==> src/rtl/mr_pkg.sv <==
// Shared encodings for the Maquina Rudimentaria control path.
package mr_pkg;

  typedef enum logic [1:0] {
    CLS_LOAD   = 2'b00,
    CLS_STORE  = 2'b01,
    CLS_ALU    = 2'b10,
    CLS_BRANCH = 2'b11
  } op_class_t;

  typedef enum logic [1:0] {
    ALU_ADD = 2'b00,
    ALU_SUB = 2'b01,
    ALU_ASR = 2'b10,
    ALU_AND = 2'b11
  } alu_op_t;

  typedef enum logic [2:0] {
    S_FETCH       = 3'd0,
    S_DECODE      = 3'd1,
    S_EXEC_LOAD   = 3'd2,
    S_EXEC_STORE  = 3'd3,
    S_EXEC_ALU    = 3'd4,
    S_EXEC_BRANCH = 3'd5
  } state_t;

  typedef enum logic [2:0] {
    COND_ALWAYS = 3'b000,
    COND_Z      = 3'b001,
    COND_N      = 3'b010,
    COND_NZ     = 3'b011,
    COND_NEVER  = 3'b100,
    COND_NOT_Z  = 3'b101,
    COND_NOT_N  = 3'b110,
    COND_NOT_NZ = 3'b111
  } cond_t;

endpackage

==> src/rtl/mr_control_unit_if.sv <==
// Control-unit <-> datapath signal bundle; master is the control unit.
interface mr_control_unit_if #(
    parameter int N = 16
) ();
    logic [N-1:0] ir;
    logic         mem_ready;
    logic         alu_z;
    logic         alu_n;
    logic         ld_ir;
    logic         ld_pc;
    logic         pc_sel;
    logic         addr_sel;
    logic         mem_we;
    logic         ld_reg;
    logic         reg_src;
    logic [1:0]   alu_op;
    logic         alu_operar;
    logic         alu_imm;
    logic         ld_flags;
    logic         flag_z;
    logic         flag_n;
    logic [2:0]   state;

    modport master (
        input  ir, mem_ready, alu_z, alu_n,
        output ld_ir, ld_pc, pc_sel, addr_sel, mem_we, ld_reg, reg_src,
               alu_op, alu_operar, alu_imm, ld_flags, flag_z, flag_n, state
    );

    modport slave (
        output ir, mem_ready, alu_z, alu_n,
        input  ld_ir, ld_pc, pc_sel, addr_sel, mem_we, ld_reg, reg_src,
               alu_op, alu_operar, alu_imm, ld_flags, flag_z, flag_n, state
    );
endinterface

==> src/rtl/mr_branch_eval.sv <==
// Branch condition decode against the registered Z/N flags.
module mr_branch_eval
    import mr_pkg::*;
(
    input  logic [2:0] cond,
    input  logic       flag_z,
    input  logic       flag_n,
    output logic       taken
);
    always_comb begin
        taken = 1'b0;
        case (cond_t'(cond))
            COND_ALWAYS: taken = 1'b1;
            COND_Z:      taken = flag_z;
            COND_N:      taken = flag_n;
            COND_NZ:     taken = flag_n | flag_z;
            COND_NEVER:  taken = 1'b0;
            COND_NOT_Z:  taken = ~flag_z;
            COND_NOT_N:  taken = ~flag_n;
            COND_NOT_NZ: taken = ~(flag_n | flag_z);
            default:     taken = 1'b0;
        endcase
    end
endmodule

==> src/rtl/mr_control_unit.sv <==
// Multi-cycle fetch/decode/execute sequencer with registered Z/N flags.
module mr_control_unit
    import mr_pkg::*;
#(
    parameter int N = 16
) (
    input logic clk,
    input logic rst,
    mr_control_unit_if.master bus
);
    localparam int CLS_HI  = N - 1;
    localparam int COND_HI = N - 3;

    state_t     state_q;
    logic       flag_z_q;
    logic       flag_n_q;
    logic       taken;

    logic       ld_ir;
    logic       ld_pc;
    logic       pc_sel;
    logic       addr_sel;
    logic       mem_we;
    logic       ld_reg;
    logic       reg_src;
    logic [1:0] alu_op;
    logic       alu_operar;
    logic       alu_imm;
    logic       ld_flags;

    mr_branch_eval u_branch_eval (
        .cond   (bus.ir[COND_HI -: 3]),
        .flag_z (flag_z_q),
        .flag_n (flag_n_q),
        .taken  (taken)
    );

    // Strobes are gated by rst so an aborted instruction has no side effects.
    always_comb begin
        ld_ir      = 1'b0;
        ld_pc      = 1'b0;
        pc_sel     = 1'b0;
        addr_sel   = 1'b0;
        mem_we     = 1'b0;
        ld_reg     = 1'b0;
        reg_src    = 1'b0;
        alu_op     = ALU_ADD;
        alu_operar = 1'b0;
        alu_imm    = 1'b0;
        ld_flags   = 1'b0;
        if (!rst) begin
            case (state_q)
                S_FETCH: begin
                    if (bus.mem_ready) begin
                        ld_ir = 1'b1;
                        ld_pc = 1'b1;
                    end
                end
                S_EXEC_LOAD: begin
                    addr_sel = 1'b1;
                    if (bus.mem_ready) begin
                        ld_reg     = 1'b1;
                        reg_src    = 1'b1;
                        alu_operar = 1'b1;
                        alu_op     = ALU_ADD;
                        ld_flags   = 1'b1;
                    end
                end
                S_EXEC_STORE: begin
                    addr_sel = 1'b1;
                    mem_we   = 1'b1;
                end
                S_EXEC_ALU: begin
                    alu_operar = 1'b1;
                    alu_op     = bus.ir[1:0];
                    alu_imm    = bus.ir[2];
                    ld_reg     = 1'b1;
                    ld_flags   = 1'b1;
                end
                S_EXEC_BRANCH: begin
                    if (taken) begin
                        ld_pc  = 1'b1;
                        pc_sel = 1'b1;
                    end
                end
                default: ;
            endcase
        end
    end

    always_ff @(posedge clk) begin
        if (rst) begin
            state_q  <= S_FETCH;
            flag_z_q <= 1'b0;
            flag_n_q <= 1'b0;
        end else begin
            if (ld_flags) begin
                flag_z_q <= bus.alu_z;
                flag_n_q <= bus.alu_n;
            end
            case (state_q)
                S_FETCH: if (bus.mem_ready) state_q <= S_DECODE;
                S_DECODE: begin
                    case (op_class_t'(bus.ir[CLS_HI -: 2]))
                        CLS_LOAD:   state_q <= S_EXEC_LOAD;
                        CLS_STORE:  state_q <= S_EXEC_STORE;
                        CLS_ALU:    state_q <= S_EXEC_ALU;
                        CLS_BRANCH: state_q <= S_EXEC_BRANCH;
                        default:    state_q <= S_FETCH;
                    endcase
                end
                S_EXEC_LOAD,
                S_EXEC_STORE: if (bus.mem_ready) state_q <= S_FETCH;
                S_EXEC_ALU,
                S_EXEC_BRANCH: state_q <= S_FETCH;
                default:       state_q <= S_FETCH;
            endcase
        end
    end

    assign bus.ld_ir      = ld_ir;
    assign bus.ld_pc      = ld_pc;
    assign bus.pc_sel     = pc_sel;
    assign bus.addr_sel   = addr_sel;
    assign bus.mem_we     = mem_we;
    assign bus.ld_reg     = ld_reg;
    assign bus.reg_src    = reg_src;
    assign bus.alu_op     = alu_op;
    assign bus.alu_operar = alu_operar;
    assign bus.alu_imm    = alu_imm;
    assign bus.ld_flags   = ld_flags;
    assign bus.flag_z     = flag_z_q;
    assign bus.flag_n     = flag_n_q;
    assign bus.state      = state_q;
endmodule

==> src/flat_wrapper.sv <==
// flat-port wrapper written by rule: the top's interface ports become plain ports
module mr_control_unit_flat import mr_pkg::*;
#(
    parameter int N = 16
)
  (clk, rst, bus_ir, bus_mem_ready, bus_alu_z, bus_alu_n, bus_ld_ir, bus_ld_pc, bus_pc_sel, bus_addr_sel, bus_mem_we, bus_ld_reg, bus_reg_src, bus_alu_op, bus_alu_operar, bus_alu_imm, bus_ld_flags, bus_flag_z, bus_flag_n, bus_state);
  mr_control_unit_if #(.N(N)) bus_i ();
  input logic clk;
  input logic rst;
  input wire logic [$bits(bus_i.ir)-1:0] bus_ir;
  input wire logic [$bits(bus_i.mem_ready)-1:0] bus_mem_ready;
  input wire logic [$bits(bus_i.alu_z)-1:0] bus_alu_z;
  input wire logic [$bits(bus_i.alu_n)-1:0] bus_alu_n;
  output wire logic [$bits(bus_i.ld_ir)-1:0] bus_ld_ir;
  output wire logic [$bits(bus_i.ld_pc)-1:0] bus_ld_pc;
  output wire logic [$bits(bus_i.pc_sel)-1:0] bus_pc_sel;
  output wire logic [$bits(bus_i.addr_sel)-1:0] bus_addr_sel;
  output wire logic [$bits(bus_i.mem_we)-1:0] bus_mem_we;
  output wire logic [$bits(bus_i.ld_reg)-1:0] bus_ld_reg;
  output wire logic [$bits(bus_i.reg_src)-1:0] bus_reg_src;
  output wire logic [$bits(bus_i.alu_op)-1:0] bus_alu_op;
  output wire logic [$bits(bus_i.alu_operar)-1:0] bus_alu_operar;
  output wire logic [$bits(bus_i.alu_imm)-1:0] bus_alu_imm;
  output wire logic [$bits(bus_i.ld_flags)-1:0] bus_ld_flags;
  output wire logic [$bits(bus_i.flag_z)-1:0] bus_flag_z;
  output wire logic [$bits(bus_i.flag_n)-1:0] bus_flag_n;
  output wire logic [$bits(bus_i.state)-1:0] bus_state;
  assign bus_i.ir = bus_ir;
  assign bus_i.mem_ready = bus_mem_ready;
  assign bus_i.alu_z = bus_alu_z;
  assign bus_i.alu_n = bus_alu_n;
  assign bus_ld_ir = bus_i.ld_ir;
  assign bus_ld_pc = bus_i.ld_pc;
  assign bus_pc_sel = bus_i.pc_sel;
  assign bus_addr_sel = bus_i.addr_sel;
  assign bus_mem_we = bus_i.mem_we;
  assign bus_ld_reg = bus_i.ld_reg;
  assign bus_reg_src = bus_i.reg_src;
  assign bus_alu_op = bus_i.alu_op;
  assign bus_alu_operar = bus_i.alu_operar;
  assign bus_alu_imm = bus_i.alu_imm;
  assign bus_ld_flags = bus_i.ld_flags;
  assign bus_flag_z = bus_i.flag_z;
  assign bus_flag_n = bus_i.flag_n;
  assign bus_state = bus_i.state;
  mr_control_unit #(.N(N)) u_core (.clk(clk), .rst(rst), .bus(bus_i));
endmodule
==> config.mk <==
export PLATFORM = sky130hd
export DESIGN_NAME = mr_control_unit_flat
export DESIGN_NICKNAME = d
export VERILOG_FILES = /design/src/rtl/mr_pkg.sv /design/src/rtl/mr_control_unit_if.sv /design/src/rtl/mr_branch_eval.sv /design/src/rtl/mr_control_unit.sv /design/src/flat_wrapper.sv
export SDC_FILE = /design/constraint.sdc
export NUM_CORES = 1
export LEC_CHECK = 0
export BUFFER_PORTS_ARGS = -buffer_cell sky130_fd_sc_hd__buf_2
export CORE_AREA = 2 2 39 41
export CTS_CLUSTER_DIAMETER = 120
export DETAILED_ROUTE_END_ITERATION = 12
export DIE_AREA = 0 0 41 43
export SLEW_MARGIN = 20
export SYNTH_ARGS = -nofsm -noshare
export SYNTH_HDL_FRONTEND = slang
export SYNTH_SLANG_ARGS = --single-unit
==> constraint.sdc <==
create_clock -name clk -period 2 [get_ports clk]
set_clock_uncertainty 0.2 [all_clocks]
set_input_delay 0.1 -clock clk [delete_from_list [all_inputs] [get_ports clk]]
set_output_delay 0.1 -clock clk [all_outputs]
set_load 0.01 [all_outputs]
After elaboration in Yosys (flattened, before gate mapping)
Cells that the tools add are included.
{"block": "totals", "regBits": 5, "output_inout_bits": 17, "wordCells": 54}
{"block": "classes", "n_eq_ne": 17, "muxes": 25, "n_bitwise": 4, "reduce_logical": 5}
{"op": "3-bit equality test, second input constant", "count": 6}
{"op": "1-bit two-way mux", "count": 16}
{"op": "3-bit by 2-bit equality test with 1-bit output, second input constant", "count": 4}
{"op": "3-bit case mux with 4 select lines", "count": 1}
{"op": "3-bit case mux with 3 select lines", "count": 1}
{"op": "1-bit case mux with 8 select lines", "count": 1}
{"op": "3-bit by 1-bit equality test with 1-bit output, second input constant", "count": 2}
{"op": "3-bit zero test", "count": 2}
{"op": "3-bit two-way mux", "count": 2}
{"op": "2-bit equality test, second input constant", "count": 2}
{"op": "2-bit two-way mux", "count": 2}
{"op": "1-bit case mux with 2 select lines", "count": 2}
{"op": "1-bit inverter", "count": 3}
{"op": "2-bit by 1-bit equality test with 1-bit output, second input constant", "count": 1}
{"op": "2-bit zero test", "count": 1}
{"op": "2-bit by 1-bit inequality test with 1-bit output, second input constant", "count": 1}
{"op": "2-bit inequality test, second input constant", "count": 1}
{"op": "2-bit AND reduction", "count": 1}
{"op": "2-bit OR reduction", "count": 1}
{"op": "1-bit OR", "count": 1}

Longest topological paths before layout
{"block": "depth", "ltp_word": 6, "mapped_depth": 4, "ltp_nobuf": 4}

Modules after synthesis
From an unflattened synthesis, not the netlist that was laid out.
{"block": "unflattened", "cells_unflattened": 44, "area_unflattened_um2": 354.1}
{"module": "mr_control_unit", "n_inst": 1, "cells_each": 41, "area_per_inst_um2": 332.8}
{"module": "mr_branch_eval", "n_inst": 1, "cells_each": 3, "area_per_inst_um2": 21.3}

Least setup slack after synthesis
No wires, ideal clock.
{"block": "synth_path", "path_kind": "register to output", "start": "register u_core.state_q[1], in the netlist u_core.bus.state[1]", "end": "output port bus_reg_src", "t_arrival_ns": 1.165, "t_required_ns": 1.700, "setup_slack_ns": 0.535, "path_stages_with_launch": 4, "n_path_buf": 0, "path_cell_list": "dfxtp_1 inv_1 nor3_1 and3b_1"}
{"block": "synth_between", "elab_chain_cells": 3}
{"item": "from (decl)", "line": "mr_control_unit.sv:14", "rtl": "state_t state_q;"}
{"item": "from (signal assigned)", "line": "mr_control_unit.sv:93", "rtl": "state_q <= S_FETCH;"}
{"item": "from (signal assigned)", "line": "mr_control_unit.sv:102", "rtl": "S_FETCH: if (bus.mem_ready) state_q <= S_DECODE;"}
{"item": "from (signal assigned)", "line": "mr_control_unit.sv:105", "rtl": "CLS_LOAD: state_q <= S_EXEC_LOAD;"}
{"item": "3-bit by 2-bit equality test with 1-bit output", "line": "mr_control_unit.sv:52", "rtl": "case (state_q)"}
{"item": "1-bit two-way mux", "line": "mr_control_unit.sv:52"}
{"item": "1-bit two-way mux", "line": "mr_control_unit.sv:51", "rtl": "if (!rst) begin"}
{"item": "to (decl)", "line": "flat_wrapper.sv:20", "rtl": "output wire logic [$bits(bus_i.reg_src)-1:0] bus_reg_src;"}
No other way between the ends.

Worst setup path in the final report
{"block": "layout_path", "start": "register u_core.state_q[1], in the netlist u_core.bus.state[1]", "end": "register u_core.flag_n_q, in the netlist u_core.bus.flag_n"}
{"block": "layout_between", "elab_chain_cells": 3, "elab_cells_between_ends": 4, "classes_between": "eq/ne: 2; mux: 2"}
{"item": "3-bit equality test / 3-bit by 2-bit equality test with 1-bit output (equally long branches)", "line": "mr_control_unit.sv:52"}
{"item": "1-bit case mux with 2 select lines (*)", "line": "mr_control_unit.sv:52"}
{"item": "1-bit two-way mux (*)", "line": "mr_control_unit.sv:51"}
{"item": "to (signal assigned)", "line": "mr_control_unit.sv:99", "rtl": "flag_n_q <= bus.alu_n;"}
{"item": "to (decl)", "line": "mr_control_unit.sv:16", "rtl": "logic flag_n_q;"}
Mark *: on every way between the ends. The rest lies on a longest branch, timed or not.
A chain may end at the register's enable or synchronous reset.

==> impl_metrics.py <==
metrics = {
    "timing": {
        "tns_ns": 0,
        "hold_viol": 0,
        "tightest_slew_ns": 0.349,
        "clock.fmax_mhz": 516,
        "layout_min_cycle_time_ns": 1.94,
        "drv_slew": 0,
        "post-route-period-util_pct": 96.9,
        "setup_viol": 0,
        "rsz0062_at_grt": "no",
        "maxSlewHeadroom_pct": 76.4,
    },
    "pwr": {
        "netSwitchingPower_uw": 72.3,
        "power_density_nw_per_um2": 507,
        "power.total_uw": 289,
        "power_frac_comb_pct": 22.3,
        "p_int_uw": 217,
        "peakVddDrop_v": 0.000231,
        "clkPwrFrac_pct": 38.5,
        "p_leak_uw": 0.000325,
        "swShare_pct": 25.0,
        "power.share.sequential_pct": 39.1,
    },
    "worst_setup_path": {
        "crit_type": "register to register",
        "cp_slowest_stage_delay_ns": 0.54,
        "end_kind": "register",
        "reg2reg_from": "u_core.bus.state[1]$_SDFFE_PP0P_",
        "crit_fanout": 8,
        "cp_num_buf_inv": 1,
        "reg2reg_slack_ns": 0.06,
        "cp.required_ns": 1.92,
        "cp_cell_sequence": "nand2b_1 -> a211o_1 -> mux2i_1 -> nor2_1 -> dlygate4sd3_1",
        "timing.rr.end": "u_core.bus.flag_n$_SDFFE_PP0P_",
        "crit_slowest_cell": "dlygate4sd3_1",
        "path_delay_family": "buffers and inverters",
        "crit_path_start_kind": "register",
        "critPathArrivalTime_ns": 1.86,
        "reg2regPathDepth": 5,
    },
    "synth": {
        "synth_area_leader_cell": "dfxtp_1",
        "ys_seq_area_share_pct": 31.1,
        "yosysMostFrequentCell": "nor2_1",
        "synth_edf_count": 0,
        "synthArstFlopShare_pct": 0,
        "synth_top_area_share_pct": 31.1,
        "synthTopCellsByCount": "nor2_1, dfxtp_1, and2_1",
        "ys_top_cells_by_area": "dfxtp_1, nor2_1, and2_1",
        "syn-instance-count": 40,
        "syn-num-nets": 61,
        "yosys_warnings": 0,
        "ys.flop_type": "dfxtp_1",
        "synth.avg_cell_area_sq_um": 8.04,
        "yosysUniqueCellTypes": 23,
        "ys_seq_elements": 5,
        "syn_area_sq_um": 322,
    },
    "floorplan": {
        "coreArea_sq_um": 1380,
        "io_pins": 38,
        "start_util_pct": 23.2,
        "die_w_um": 41,
        "die_h_um": 43,
        "fp-row-count": 14,
        "dieArea_sq_um": 1760,
    },
    "detailed_routing": {
        "drc": 0,
        "routed_via_density": 4.41,
        "antenna_left": 0,
        "routed_wl_um": 812,
        "dr.pass1.iters": 4,
        "wl_per_cell_um": 8.64,
        "num_vias": 415,
        "drtIter0Drc": 3,
    },
    "placed_design": {
        "postPlaceCellArea_sq_um": 472,
        "port_buffers": 29,
        "dpl.hpwl_um": 621,
        "routabilityCongestion": 0.590,
    },
    "cells_and_area": {
        "finish.utilization_pct": 41.1,
        "fillCellCount": 149,
        "diodes": 0,
        "design_area_sq_um": 569,
        "layout-drive-gt1-share_pct": 43.6,
        "multi_input_area_sq_um": 199,
        "nets": 100,
        "area_delta_synth_final_pct": 77.0,
        "seq_area_sq_um": 101,
    },
    "min_path": {
        "worstHoldPathCells": 3,
        "hp-start": "bus_mem_ready",
        "hold_path.class": "primary input to register",
        "whs_endpoint": "u_core.bus.state[1]$_SDFFE_PP0P_",
    },
    "clock_tree": {
        "cts.path.max_buffers": 2,
        "cts_made_buffers": 3,
        "cts-root-buf": "clkbuf_4",
        "cts_tree": "done",
        "cts.sinks": 5,
        "h-tree-depth": 1,
        "clkTransAtPathRegs_ns": 0.04,
        "clock_latency_ns": 0.23,
    },
    "global_routing": {
        "grt_antenna_before_repair": 0,
        "grt_first_pass_wirelength_um": 1120,
        "grt_pass1_vias": 315,
        "grt_max_degree": 11,
        "gr-total-overflow": 0,
        "grt_usage_pct": 9.25,
    },
    "flow_run": {
        "maxCapViolCount": 0,
    },
    "outcome": {
        "outcome": "finished clean",
    },
}
==> worst reg2reg max path: stages, from the launching register on <==
cell,delay [ns]
dfxtp_1,0.36
nand2b_1,0.17
a211o_1,0.34
mux2i_1,0.16
nor2_1,0.05
dlygate4sd3_1,0.54
==> worst max path at each step <==
stage / startpoint / endpoint / slack (ns) / cells after the start
after floorplan: u_core.bus.state[1]$_SDFFE_PP0P_ / bus_reg_src / 0.54 / 3
after global placement: u_core.bus.state[1]$_SDFFE_PP0P_ / u_core.bus.flag_z$_SDFFE_PP0P_ / 0.61 / 4
after detailed placement: u_core.bus.state[1]$_SDFFE_PP0P_ / u_core.bus.flag_z$_SDFFE_PP0P_ / 0.60 / 4
after CTS: u_core.bus.state[1]$_SDFFE_PP0P_ / u_core.bus.flag_z$_SDFFE_PP0P_ / 0.04 / 5
after global routing: u_core.bus.state[1]$_SDFFE_PP0P_ / u_core.bus.flag_n$_SDFFE_PP0P_ / 0.007 / 5
final: u_core.bus.state[1]$_SDFFE_PP0P_ / u_core.bus.flag_n$_SDFFE_PP0P_ / 0.06 / 5
==> placed cells by master (no fill, tap or decap), types with 2 or more instances in the layout <==
cell type      synthesis  routed
mux2i_1                2       2
inv_1                  2       2
dlygate4sd3_1          0       7
and2_1                 4       4
nor2_1                 7       7
clkbuf_4               0       3
buf_2                  0      29
dfxtp_1                5       4
nand2_1                2       2
==> power by group through the flow <==
stage,combinational (uW),sequential [uW],clock [uW]
6_report,64.5,113,111
5_1_grt,72.5,114,125
4_1_cts,65.2,113,117
3_5_place_dp,55.2,115,0
3_3_place_gp,54.6,115,0
2_1_floorplan,27.2,115,0
==> logic make-up after synthesis <==
group / after synthesis / synth area share, %
compound gates: 6 / 13.2
xor+xnor: 1 / 2.72
buf+inv: 4 / 7.00
flops: 5 / 31.1
mux: 2 / 6.23
simple gates: 22 / 39.7
==> layout make-up <==
cell class,instances,area share (%)
flip-flops and latches,5,17.8
well taps,16,3.52
inverters,2,1.32
multi-input cells,31,34.9
repair buffers,36,37.8
clock buffers,4,4.62
==> per-stage QoR <==
stage | setup WS [ns] | instances | hold slack [ns]
finish | 0.0616 | 94 | 0.0644
global route | 0.00692 | 94 | 0.0786
CTS | 0.0446 | 94 | 0.0566
detailed placement | 0.601 | 83 | 0.147
global placement | 0.609 | 83 | 0.141
floorplan | 0.535 | 40 | -0.0276
==> registers in the layout, summed over array words and instances (netlist names) <==
signal and count:
u_core.bus.flag_n 1, u_core.bus.flag_z 1, u_core.bus.state 3
==> what timing repair did <==
action,4_1_cts,5_1_grt
gates resized for setup,0,1
hold endpoints to repair,5,0
buffers inserted,0,0
setup endpoints to repair,0,1
hold buffers,7,0
==> layer usage <==
metal  vias to the layer above  routed length, um  track usage [%]
li1                        216                  -                -
met1                       177                342             10.6
met2                        22                365             13.8
met3                         0                104             1.57
met4                         0                  0             8.00
met5                         -                  0                0
(Power assumes the default switching activity.)
